==> src/rtl/mem_pkg.sv <==
// Shared constants and the owner encoding for the unified memory port arbiter.
package mem_pkg;

  localparam int ADDR_W = 7;
  localparam int DATA_W = 32;
  localparam int WAIT_W = 4;

  typedef enum logic [1:0] {
    OWN_NONE  = 2'd0,
    OWN_FETCH = 2'd1,
    OWN_DATA  = 2'd2
  } owner_t;

endpackage

==> src/rtl/mem_port_arbiter.sv <==
// Arbitrates the single-ported unified memory between fetch (read-only) and
// load/store, granting one access per cycle with a registered one-cycle response.
module mem_port_arbiter
  import mem_pkg::*;
#(
  parameter int ADDR_W   = mem_pkg::ADDR_W,
  parameter int DATA_W   = mem_pkg::DATA_W,
  parameter int MAX_WAIT = 3
) (
  input  logic              clk,
  input  logic              reset,
  input  logic              if_req,
  input  logic [ADDR_W-1:0] if_addr,
  output logic              if_gnt,
  output logic              if_rvalid,
  output logic [DATA_W-1:0] if_rdata,
  input  logic              d_req,
  input  logic              d_we,
  input  logic [ADDR_W-1:0] d_addr,
  input  logic [DATA_W-1:0] d_wdata,
  output logic              d_gnt,
  output logic              d_rvalid,
  output logic [DATA_W-1:0] d_rdata,
  output logic [ADDR_W-1:0] mem_addr,
  output logic [DATA_W-1:0] mem_data_in,
  output logic              mem_we,
  input  logic [DATA_W-1:0] mem_data
);

  localparam logic [WAIT_W-1:0] MAX_WAIT_V = WAIT_W'(MAX_WAIT);

  owner_t            owner;
  owner_t            owner_next;
  logic [WAIT_W-1:0] wait_cnt;

  // Data wins contention (older instruction) unless fetch has waited MAX_WAIT cycles.
  always_comb begin
    if_gnt = 1'b0;
    d_gnt  = 1'b0;
    if (reset) begin
      if_gnt = 1'b0;
      d_gnt  = 1'b0;
    end else if (if_req && (!d_req || (wait_cnt == MAX_WAIT_V))) begin
      if_gnt = 1'b1;
    end else if (d_req) begin
      d_gnt = 1'b1;
    end else begin
      if_gnt = 1'b0;
      d_gnt  = 1'b0;
    end
  end

  assign mem_addr    = d_gnt ? d_addr : if_addr;
  assign mem_data_in = d_wdata;
  assign mem_we      = d_gnt & d_we;

  // Next owner is whichever port was granted this cycle.
  always_comb begin
    owner_next = OWN_NONE;
    if (if_gnt) begin
      owner_next = OWN_FETCH;
    end else if (d_gnt) begin
      owner_next = OWN_DATA;
    end else begin
      owner_next = OWN_NONE;
    end
  end

  // Owner state register.
  always_ff @(posedge clk) begin
    if (reset) begin
      owner <= OWN_NONE;
    end else begin
      owner <= owner_next;
    end
  end

  // Response valid follows the owner, suppressed while reset is held.
  always_comb begin
    if_rvalid = 1'b0;
    d_rvalid  = 1'b0;
    case (owner)
      OWN_FETCH: if_rvalid = !reset;
      OWN_DATA:  d_rvalid  = !reset;
      default: begin
        if_rvalid = 1'b0;
        d_rvalid  = 1'b0;
      end
    endcase
  end

  // Capture read data into the granted port's register; stores leave d_rdata alone.
  always_ff @(posedge clk) begin
    if (reset) begin
      if_rdata <= {DATA_W{1'b0}};
      d_rdata  <= {DATA_W{1'b0}};
    end else begin
      if (if_gnt) begin
        if_rdata <= mem_data;
      end
      if (d_gnt && !d_we) begin
        d_rdata <= mem_data;
      end
    end
  end

  // Count consecutive denied fetch cycles, saturating at MAX_WAIT.
  always_ff @(posedge clk) begin
    if (reset) begin
      wait_cnt <= {WAIT_W{1'b0}};
    end else if (!if_req || if_gnt) begin
      wait_cnt <= {WAIT_W{1'b0}};
    end else if (wait_cnt != MAX_WAIT_V) begin
      wait_cnt <= wait_cnt + {{(WAIT_W-1){1'b0}}, 1'b1};
    end
  end

endmodule
==> config.mk <==
export PLATFORM = sky130hd
export DESIGN_NAME = mem_port_arbiter
export DESIGN_NICKNAME = d
export VERILOG_FILES = /design/src/rtl/mem_pkg.sv /design/src/rtl/mem_port_arbiter.sv
export SDC_FILE = /design/constraint.sdc
export NUM_CORES = 1
export LEC_CHECK = 0
export ABC_AREA = 0
export CAP_MARGIN = 20
export CORE_MARGIN = 2
export CORE_UTILIZATION = 36
export CTS_CLUSTER_DIAMETER = 80
export CTS_CLUSTER_SIZE = 30
export DETAILED_ROUTE_END_ITERATION = 10
export PLACE_DENSITY = 0.81
export SLEW_MARGIN = 20
export SYNTH_ARGS = -nofsm -noshare
export SYNTH_HDL_FRONTEND = slang
export SYNTH_SLANG_ARGS = --single-unit
==> constraint.sdc <==
create_clock -name clk -period 2.9 [get_ports clk]
set_input_delay 0.87 -clock clk [delete_from_list [all_inputs] [get_ports clk]]
set_output_delay 0.87 -clock clk [all_outputs]
set_load 0.03 [all_outputs]
==> impl_metrics.csv <==
group,metric,value,unit
synth,synth_async_sr_flop_share,0,%
synth,syn_inst,292,
hold_path,timing.hold.worst.class,"flip-flop to flip-flop",
synth,synthesis.area_per_instance,10.07,sq um
synth,top_cells_by_area_synth,"sky130_fd_sc_hd__dfxtp_1 (48%), sky130_fd_sc_hd__a22o_1 (9.5%), sky130_fd_sc_hd__buf_4 (8.9%), sky130_fd_sc_hd__o311ai_0 (8.6%), sky130_fd_sc_hd__nand3_1 (5.6%)",
global_routing,grt_first_pass_wirelength,12.88,mm
detailed_routing,dr_total_vias,2556,
synth,synth_most_common_cell,"sky130_fd_sc_hd__dfxtp_1",
clocking,cts_max_path_buffers,2,
clocking,clock_transition_at_the_registers_of_the_reported_paths,0.08,ns
detailed_routing,antenna_left,0,
timing,final-max-slew-violation-count,0,
timing,holdWs,0.4714,ns
global_routing,gr-usage-all-layers,18.55,%
hold_path,worstHoldPathCells,2,
synth,synth_seq_area_share,47.64,%
worst_setup_path,worst-path-max-fanout,8,
timing,rsz0062_at_grt,"false",
synth,syn-cell-area,2942,sq um
worst_setup_path,crit_family,"buffers and inverters",
worst_setup_path,type_of_the_setup_path_with_the_least_slack,"input pin to output port",
power_and_ir_drop,max-vdd-ir-drop,0.3544,mV
synth,synth_enable_flop_cells,0,
clocking,cts_made_buffers,9,
synth,ys_seq_elements,70,
worst_setup_path,crit_path_cell_trace,"dlygate4sd2_1, nor3_4, buf_12, mux2_2, buf_6",
worst_setup_path,r2r_cells,5,
final_layout,flow.area_growth_from_synthesis,46.79,%
timing,fin_skew,0.01038,ns
floorplan,chipWidth,94.40,um
clocking,worstSkewPairLatency,0.33,ns
synth,ys.warnings.count,0,
floorplan,floorplan.rows,32,
clocking,max_h_tree_level,3,
run,maxCapViolCount,0,
global_routing,gr-total-overflow,0,
status,run_status,"completed",
detailed_routing,drt-pass1-iter-count,4,
global_routing,grt_start_max_net_pins,38,
clocking,cts_sinks,70,
timing,report.final.setup_viol,0,
floorplan,die_height,94.40,um
final_layout,num_antenna_cells,0,
clocking,clock_tree_from_tritoncts,"done",
detailed_routing,detail_route.drc_violations,0,
worst_setup_path,critPathMaxStageDelay,0.34,ns
worst_setup_path,path_depth,5,
synth,syn_nets,376,
power_and_ir_drop,leakage,1.754,nW
timing,slew-limit-headroom,68.53,%
timing,achievable-frequency,0.3513,GHz
timing,worst_pin_slew,0.4710,ns
final_layout,post-route-cell-area,4318,sq um
floorplan,coreArea,7807,sq um
placed_design,placed_wire_length_estimate,5.795,mm
placed_design,placement.cell_area,4039,sq um
worst_setup_path,worst-endpoint-required,2.03,ns
global_routing,grt_antenna_before_repair,0,
timing,min_period,2.847,ns
synth,synth-main-ff-cell,"sky130_fd_sc_hd__dfxtp_1",
final_layout,finalNetCount,469,
final_layout,drive_gt1_share,15.17,%
placed_design,io_buffer_count,126,
worst_setup_path,end_kind,"output port",
timing,finalCritPeriodShare,98.17,%
synth,synth_top_area_cell,"sky130_fd_sc_hd__dfxtp_1",
detailed_routing,routed_wire_length_per_instance,16.68,um
timing,report.final.hold_viol_count,0,
global_routing,number_of_global_route_vias_before_repair,2673,
global_routing,global_route.usage.met3,6.704,%
synth,top_cells_by_count_synth,"sky130_fd_sc_hd__dfxtp_1 (70), sky130_fd_sc_hd__buf_4 (35), sky130_fd_sc_hd__nand3_1 (33)",
worst_setup_path,start_kind,"input pin",
worst_setup_path,critical_path_buf_inv_count,3,
detailed_routing,drt_iter0_markers,88,
detailed_routing,avgViaCountPerCell,5.206,
floorplan,start_util,37.68,%
worst_setup_path,critical_path.slowest_cell,"sky130_fd_sc_hd__mux2_2",
global_routing,grt.busiest_layer,"met2",
synth,netlist.area_leader.share,47.64,%
global_routing,global_route.usage.met1,21.51,%
floorplan,io-pin-count,191,
clocking,cts_root_buf,"sky130_fd_sc_hd__clkbuf_8",
power_and_ir_drop,power_per_cell_area,558.1,nW/um^2
placed_design,place_congestion,0.7047,
worst_setup_path,worstPathArrival,1.98,ns
floorplan,design.die.area,8910,sq um
detailed_routing,route.final.wire_length,8.190,mm
power_and_ir_drop,total_power,2.410,mW
global_routing,grt_util_met2,31.25,%
synth,synth.distinct_cells,29,
==> repair_timing <==
action                                 4_1_cts  5_1_grt
setup endpoints to repair                   10        8
buffers inserted                             1        0
endpoints found under the hold margin        0        0
hold buffers                                 0        0
pin swaps                                    1        1
resized for setup                           11        3
==> worst paths after layout <==
path	startpoint	endpoint	slack, ns
worst min register to register	d_rdata[21]	d_rdata[21]	0.47
worst max register to register	wait_cnt[0]	if_rdata[19]	0.96
worst max-delay path	reset	mem_addr[5]	0.05
worst min-delay path	d_rdata[21]	d_rdata[21]	0.47
==> where the power goes <==
group / leakage [nW] / switching, mW / internal, mW
clock: 0.119 / 0.365 / 0.593
combinational: 1.06 / 0.218 / 0.201
sequential: 0.573 / 0.0249 / 1.01
==> layout by cell type, fill, tap and decap left out, drive strengths merged, types with 3 or more instances in the layout <==
cell | synthesis | layout
buf | 43 | 29
bufinv | 0 | 3
dfxtp | 70 | 70
clkbuf | 18 | 11
nand3 | 33 | 33
clkdlybuf4s50 | 0 | 111
inv | 4 | 5
nor3b | 4 | 4
o311ai | 32 | 32
nand2 | 32 | 32
a22o | 32 | 32
mux2 | 7 | 7
==> sequential cells by signal (all words and copies together) (netlist names) <==
| register | count |
|---|---|
| d_rdata | 32 |
| if_rdata | 32 |
| owner | 2 |
| wait_cnt | 4 |
==> kinds of logic (layout without fill, tap and decap cells) <==
family | count (synthesis) | count (layout) | synth area share [%]
and+or+nand+nor | 79 | 79 | 13.61
DFF | 70 | 70 | 47.64
muxes | 7 | 7 | 2.680
buffers and inverters | 65 | 162 | 14.46
adders and majority gates | 1 | 1 | 0.4253
AOI/OAI and AO/OA | 68 | 68 | 20.59
xor gates and xnor gates | 2 | 2 | 0.5956
==> area by class of cell <==
class                           count  area, sq um
Clock inverter                      5        106.4
Timing Repair Buffer              143         1394
Sequential cell                    70         1401
Tap cell                          102        127.6
Fill cell                         696         3490
Inverter                            4        15.01
Multi-Input combinational cell    157         1136
Clock buffer                       10        137.6
==> metal layers <==
| metal | vias up | routed length (um) |
|---|---|---|
| met4 | 0 | 141 |
| met2 | 122 | 3937 |
| met1 | 1178 | 3359 |
| met5 | - | 0 |
| li1 | 1231 | - |
| met3 | 25 | 752 |
==> through the flow <==
step / std cells / setup TNS (ns) / setup slack, ns / utilization (%)
final: 491 / 0 / 0.05302 / 55.30
after global routing: 491 / 0 / 0.005510 / 55.30
after CTS: 491 / -0.1925 / -0.03286 / 55.30
after detailed placement: 476 / -2.259 / -0.2592 / 51.73
after global placement: 476 / -2.436 / -0.2738 / 51.73
after floorplan: 292 / -0.3024 / -0.04320 / -
==> worst reg2reg max path, delay by kind of cell (launching register included) <==
kind	cells	cell delay [ns]
buffers and inverters	1	0.35
AND/OR/NAND/NOR	1	0.44
AO/OA/AOI/OAI	2	0.47
adder cells (fa/ha/maj)	1	0.26
flip-flops	1	0.37
(Power assumes the default switching activity.)
